--- config.mk ---
export PLATFORM = sky130hd
export DESIGN_NAME = arb_req_queue
export DESIGN_NICKNAME = d
export VERILOG_FILES = /design/src/rtl/arbq_pkg.sv /design/src/rtl/arbq_fifo.sv /design/src/rtl/arb_req_queue.sv
export SDC_FILE = /design/constraint.sdc
export NUM_CORES = 1
export LEC_CHECK = 0
export ABC_AREA = 1
export CORE_MARGIN = 4
export CORE_UTILIZATION = 40
export CTS_BUF_LIST = sky130_fd_sc_hd__clkbuf_4 sky130_fd_sc_hd__clkbuf_8 sky130_fd_sc_hd__clkbuf_16
export DETAILED_ROUTE_END_ITERATION = 10
export DONT_BUFFER_PORTS = 1
export MAX_ROUTING_LAYER = met4
export SLEW_MARGIN = 15
export SYNTH_ARGS = -nofsm -noshare
export SYNTH_HDL_FRONTEND = slang
export SYNTH_SLANG_ARGS = --single-unit
--- constraint.sdc ---
create_clock -name clk -period 7.5 [get_ports clk]
set_input_delay 1.875 -clock clk [delete_from_list [all_inputs] [get_ports clk]]
set_output_delay 1.875 -clock clk [all_outputs]
set_load 0.01 [all_outputs]
--- src/rtl/arbq_pkg.sv ---
// Shared definitions for the arbiter request queue: requester count, output beat type
// and the grant one-hot check.
package arbq_pkg;

  localparam int NREQ        = 4;
  localparam int ID_W        = 2;
  localparam int ARBQ_DW_MAX = 32;

  // Payload narrower than ARBQ_DW_MAX is zero-extended into the data field.
  typedef struct packed {
    logic [ARBQ_DW_MAX-1:0] data;
    logic [ID_W-1:0]        id;
  } arbq_beat_t;

  function automatic logic onehot4(input logic [3:0] v);
    return (v != 4'd0) && ((v & (v - 4'd1)) == 4'd0);
  endfunction

endpackage

--- src/rtl/arbq_fifo.sv ---
// Per-requester FIFO with pointer-based storage and an occupancy count.
// A push on a full FIFO or a pop on an empty FIFO must be blocked by the caller.
module arbq_fifo #(
  parameter int DW    = 32,
  parameter int DEPTH = 4
) (
  input  logic          clk,
  input  logic          rst,
  input  logic          push,
  input  logic [DW-1:0] push_data,
  input  logic          pop,
  output logic [DW-1:0] head,
  output logic          full,
  output logic          empty
);

  localparam int AW = $clog2(DEPTH);

  logic [DW-1:0] r_mem [DEPTH];
  logic [AW-1:0] r_wptr;
  logic [AW-1:0] r_rptr;
  logic [AW:0]   r_count;

  // Storage is not reset: stale entries are never visible once the count is cleared.
  always_ff @(posedge clk) begin
    if (push) begin
      r_mem[r_wptr] <= push_data;
    end
  end

  always_ff @(posedge clk) begin
    if (rst) begin
      r_wptr  <= '0;
      r_rptr  <= '0;
      r_count <= '0;
    end else begin
      if (push) begin
        r_wptr <= r_wptr + AW'(1);
      end
      if (pop) begin
        r_rptr <= r_rptr + AW'(1);
      end
      case ({push, pop})
        2'b10:   r_count <= r_count + (AW+1)'(1);
        2'b01:   r_count <= r_count - (AW+1)'(1);
        default: r_count <= r_count;
      endcase
    end
  end

  assign head  = r_mem[r_rptr];
  assign full  = (r_count == (AW+1)'(DEPTH));
  assign empty = (r_count == '0);

endmodule

--- src/rtl/arb_req_queue.sv ---
// Upstream feeder for the 4-way round-robin arbiter: per-requester FIFOs, grant-driven pop,
// registered output beat and sticky grant error. ARBQ_STATS_EN adds per-requester pop counters.
module arb_req_queue
  import arbq_pkg::*;
#(
  parameter int DW    = 32,
  parameter int DEPTH = 4
`ifdef ARBQ_STATS_EN
  ,
  parameter int CW    = 16
`endif
) (
  input  logic            clk,
  input  logic            rst,
  input  logic [3:0]      in_valid,
  input  logic [4*DW-1:0] in_data,
  output logic [3:0]      in_ready,
  output logic [3:0]      req,
  input  logic [3:0]      grant,
  output logic            out_valid,
  output logic [DW-1:0]   out_data,
  output logic [1:0]      out_id,
  output logic            err_grant
`ifdef ARBQ_STATS_EN
  ,
  output logic [4*CW-1:0] pop_cnt
`endif
);

  logic [NREQ-1:0] w_full;
  logic [NREQ-1:0] w_empty;
  logic [NREQ-1:0] w_push;
  logic [NREQ-1:0] w_pop;
  logic [DW-1:0]   w_head [NREQ];
  logic            w_onehot;
  logic            w_bad_grant;
  arbq_beat_t      w_beat;

  logic            r_valid;
  arbq_beat_t      r_beat;
  logic            r_err;

  assign w_push = in_valid & ~w_full;

  for (genvar gi = 0; gi < NREQ; gi++) begin : g_fifo
    arbq_fifo #(
      .DW    (DW),
      .DEPTH (DEPTH)
    ) u_fifo (
      .clk       (clk),
      .rst       (rst),
      .push      (w_push[gi]),
      .push_data (in_data[gi*DW +: DW]),
      .pop       (w_pop[gi]),
      .head      (w_head[gi]),
      .full      (w_full[gi]),
      .empty     (w_empty[gi])
    );
  end

  // A malformed grant pops nothing; a well-formed grant to an empty FIFO is only flagged.
  assign w_onehot    = onehot4(grant);
  assign w_pop       = w_onehot ? (grant & ~w_empty) : '0;
  assign w_bad_grant = (grant != '0) && (!w_onehot || ((grant & w_empty) != '0));

  always_comb begin
    w_beat = '0;
    for (int i = 0; i < NREQ; i++) begin
      if (w_pop[i]) begin
        w_beat.data = ARBQ_DW_MAX'(w_head[i]);
        w_beat.id   = ID_W'(i);
      end
    end
  end

  always_ff @(posedge clk) begin
    if (rst) begin
      r_valid <= 1'b0;
      r_beat  <= '0;
      r_err   <= 1'b0;
    end else begin
      r_valid <= |w_pop;
      if (|w_pop) begin
        r_beat <= w_beat;
      end
      if (w_bad_grant) begin
        r_err <= 1'b1;
      end
    end
  end

  assign in_ready  = ~w_full;
  assign req       = ~w_empty;
  assign out_valid = r_valid;
  assign out_data  = r_beat.data[DW-1:0];
  assign out_id    = r_beat.id;
  assign err_grant = r_err;

`ifdef ARBQ_STATS_EN
  logic [CW-1:0] r_pop_cnt [NREQ];

  always_ff @(posedge clk) begin
    if (rst) begin
      for (int i = 0; i < NREQ; i++) begin
        r_pop_cnt[i] <= '0;
      end
    end else begin
      for (int i = 0; i < NREQ; i++) begin
        if (w_pop[i]) begin
          r_pop_cnt[i] <= r_pop_cnt[i] + CW'(1);
        end
      end
    end
  end

  for (genvar gc = 0; gc < NREQ; gc++) begin : g_cnt
    assign pop_cnt[gc*CW +: CW] = r_pop_cnt[gc];
  end
`endif

endmodule

==> metrics.yaml <==
status: "completed"
final_cells: 2780
synth_xor_area_share_pct: 0.0753
cts_buffers: 58
ir_worst_vdd_mv: 0.198
power.density_nw_per_um2: 277
grt_usage_pct: 19.6
yosysTopAreaCellShare_pct: 66.1
slowest_stage: "nor3_2"
setup_viol: 0
hp-start: "g_fifo[3].u_fifo.r_rptr[1]"
busiest_layer: "met2"
end_kind: "output pin"
worstPathRequired_ps: 5620
hold_viol: 0
max_freq_mhz: 274
clk_pin_slew_ps: 70
clkLatencyLatePin_ps: 630
vias: 14400
r2r-end: "out_data[9]"
dp_hpwl_mm: 39.6
synth.avg_cell_area_um2: 11.8
num-fill-cells: 5181
post-route-util_pct: 45.2
core_area_um2: 57700
drv_cap: 0
grtUsageMet1_pct: 23.6
period_needed_ps: 3650
finalPower_mw: 7.23
slew_headroom_pct: 26.1
rsz0062_at_grt: "false"
path_cells: "nor3_2 -> inv_1"
holdBufCountCts: 0
rows: 88
path_class: "flip-flop to output pin"
start_util_pct: 40.3
viasPerCell: 5.17
setup_tns_ps: 0
start_kind: "flip-flop"
synth_top_family_by_area: "simple AND/OR/NAND/NOR gates"
holdPathEnd: "g_fifo[3].u_fifo.r_rptr[1]"
die_w_um: 249
antenna_left: 0
synth_nets: 2141
post_cts_resized: 0
synth.area.mux_share_pct: 0
drt_first_pass_iters: 5
cp_max_fo: 4
netlist_top_cells_area: "edfxtp_1 (66%), nand2_1 (6.3%), dfxtp_1 (6.2%), o21ai_0 (4.1%), nand3_1 (3.8%)"
whs_ps: 462
cts_root_buf: "clkbuf_16"
synthSimpleGateAreaFrac_pct: 15.2
slew_violations: 0
crit_arrival_ps: 1770
tightestPinTransition_ps: 1110
synth_edf_count: 512
synth_compound_area_share_pct: 6.93
period_share_pct: 48.6
grt_overflow_total: 0
seq_area_frac_synth_pct: 72.3
cts_setup_buffers: 0
reg2regPathDepth: 6
antenna_found_initial: 2
syn_inst: 1979
cts.path.max_buffers: 3
fin_skew_ps: 31.2
final_area_um2: 26100
dr.first_iter.drc_count: 1201
dp_worst_setup_slack_ps: 3310
fin_nets: 2126
die_area_um2: 62100
yosysUniqueCellTypes: 35
io_pins: 182
drt-wirelength-per-cell_um: 21.8
r2r_slack_ps: 4500
ys.warnings.count: 0
cts_max_level: 2
place_congestion: 0.840
port_buffers: 0
fin_ws_ps: 3850
synth_adder_area_share_pct: 1.42
cts_sinks: 584
ys_seq_elements: 584
finalWirelength_mm: 60.7
dpl-instance-area_um2: 24000
grt_pass1_vias: 13800
slowest_delay_ps: 610
cts_tree: "built"
gr-usage-met3_pct: 7.50
drc_errors: 0
synth_area_um2: 23300
place_inst: 2669
grt_pass1_wl_mm: 88.8
grt.met2_usage_pct: 30.8
die_h_um: 249
synth_ff_type: "edfxtp_1"
power.leakage_nw: 9.37
layout-drive-gt1-share_pct: 8.64
area_delta_synth_final_pct: 11.9
post-synth-top-area-cell: "edfxtp_1"
grt_max_degree: 102
async_flop_share_pct: 0
hold_depth: 1
hold_path.class: "flip-flop to flip-flop"
==> power by group <==
part | switching (mW) | internal [mW] | leakage [nW]
clock | 1.24 | 1.77 | 0.977
sequential | 0.0528 | 3.71 | 5.29
combinational | 0.343 | 0.109 | 3.10
==> worst max path at each step <==
| stage | start | endpoint | cells after the start |
|---|---|---|---|
| floorplan | in_valid[1] | g_fifo[1].u_fifo.r_mem[0][0] | 2 |
| global placement | grant[1] | g_fifo[3].u_fifo.r_count[2] | 11 |
| global route | grant[1] | g_fifo[3].u_fifo.r_count[2] | 11 |
| CTS | g_fifo[1].u_fifo.r_count[0] | req[1] | 2 |
| detailed placement | grant[1] | g_fifo[3].u_fifo.r_count[2] | 11 |
| finish | g_fifo[1].u_fifo.r_count[0] | req[1] | 2 |
==> synth_stat cells (17+ instances only) <==
master / number
nand3_1: 176
nand2_1: 390
dfxtp_1: 72
clkbuf_1: 53
ha_1: 20
inv_1: 115
o21ai_0: 192
nand4_1: 39
nor2_1: 214
edfxtp_1: 512
o22ai_1: 17
buf_2: 38
a21oi_1: 73
==> per-layer routing <==
layer | share of wire, % | vias up
met1 | 39 | 6950
met3 | 11 | 89
met5 | 0 | -
li1 | - | 6891
met4 | 2.9 | 0
met2 | 47 | 436
==> cell families (layout without fill, tap and decap cells) <==
family | count (synthesis) | count (layout)
buffers and inverters | 228 | 263
XOR/XNOR | 2 | 2
AO/OA/AOI/OAI | 306 | 306
AND/OR/NAND/NOR | 835 | 835
other | 0 | 1
flip-flops | 584 | 584
adder cells (fa/ha/maj) | 24 | 24
==> sequential cells by signal, indices dropped and copies added (netlist names), named ones only <==
register,flops
out_id,2
g_fifo.u_fifo.r_mem,512
err_grant,1
g_fifo.u_fifo.r_count,12
out_valid,1
g_fifo.u_fifo.r_wptr,8
g_fifo.u_fifo.r_rptr,8
out_data,32
==> final cells by class <==
| type | count | area [um2] | share of cell area, % |
|---|---|---|---|
| antenna | 1 | 2.50 | 0.00960 |
| timing repair buffer | 30 | 225 | 0.864 |
| inverter | 123 | 463 | 1.78 |
| sequential | 584 | 16800 | 64.6 |
| multi-input combinational | 1167 | 5570 | 21.4 |
| clock inverter | 46 | 493 | 1.89 |
| clock buffer | 64 | 1520 | 5.83 |
| tap | 765 | 957 | 3.67 |
==> worst max-delay path: cells and delay by family, from the launching register on <==
family,cells,cell delay (ps)
buffers and inverters,1,190
flip-flops,1,340
AND/OR/NAND/NOR,1,610
==> cell usage in the layout (no fill, tap or decap), types with 17 or more instances in the layout <==
| cell | instances |
|---|---|
| o22ai_1 | 17 |
| inv_1 | 114 |
| edfxtp_1 | 512 |
| nand2_1 | 390 |
| dfxtp_1 | 68 |
| nand3_1 | 176 |
| nor2_1 | 197 |
| a21oi_1 | 73 |
| ha_1 | 20 |
| clkbuf_16 | 59 |
| buf_4 | 30 |
| nand4_1 | 39 |
| o21ai_0 | 192 |
Note: power is estimated with default switching activity, not from simulation.
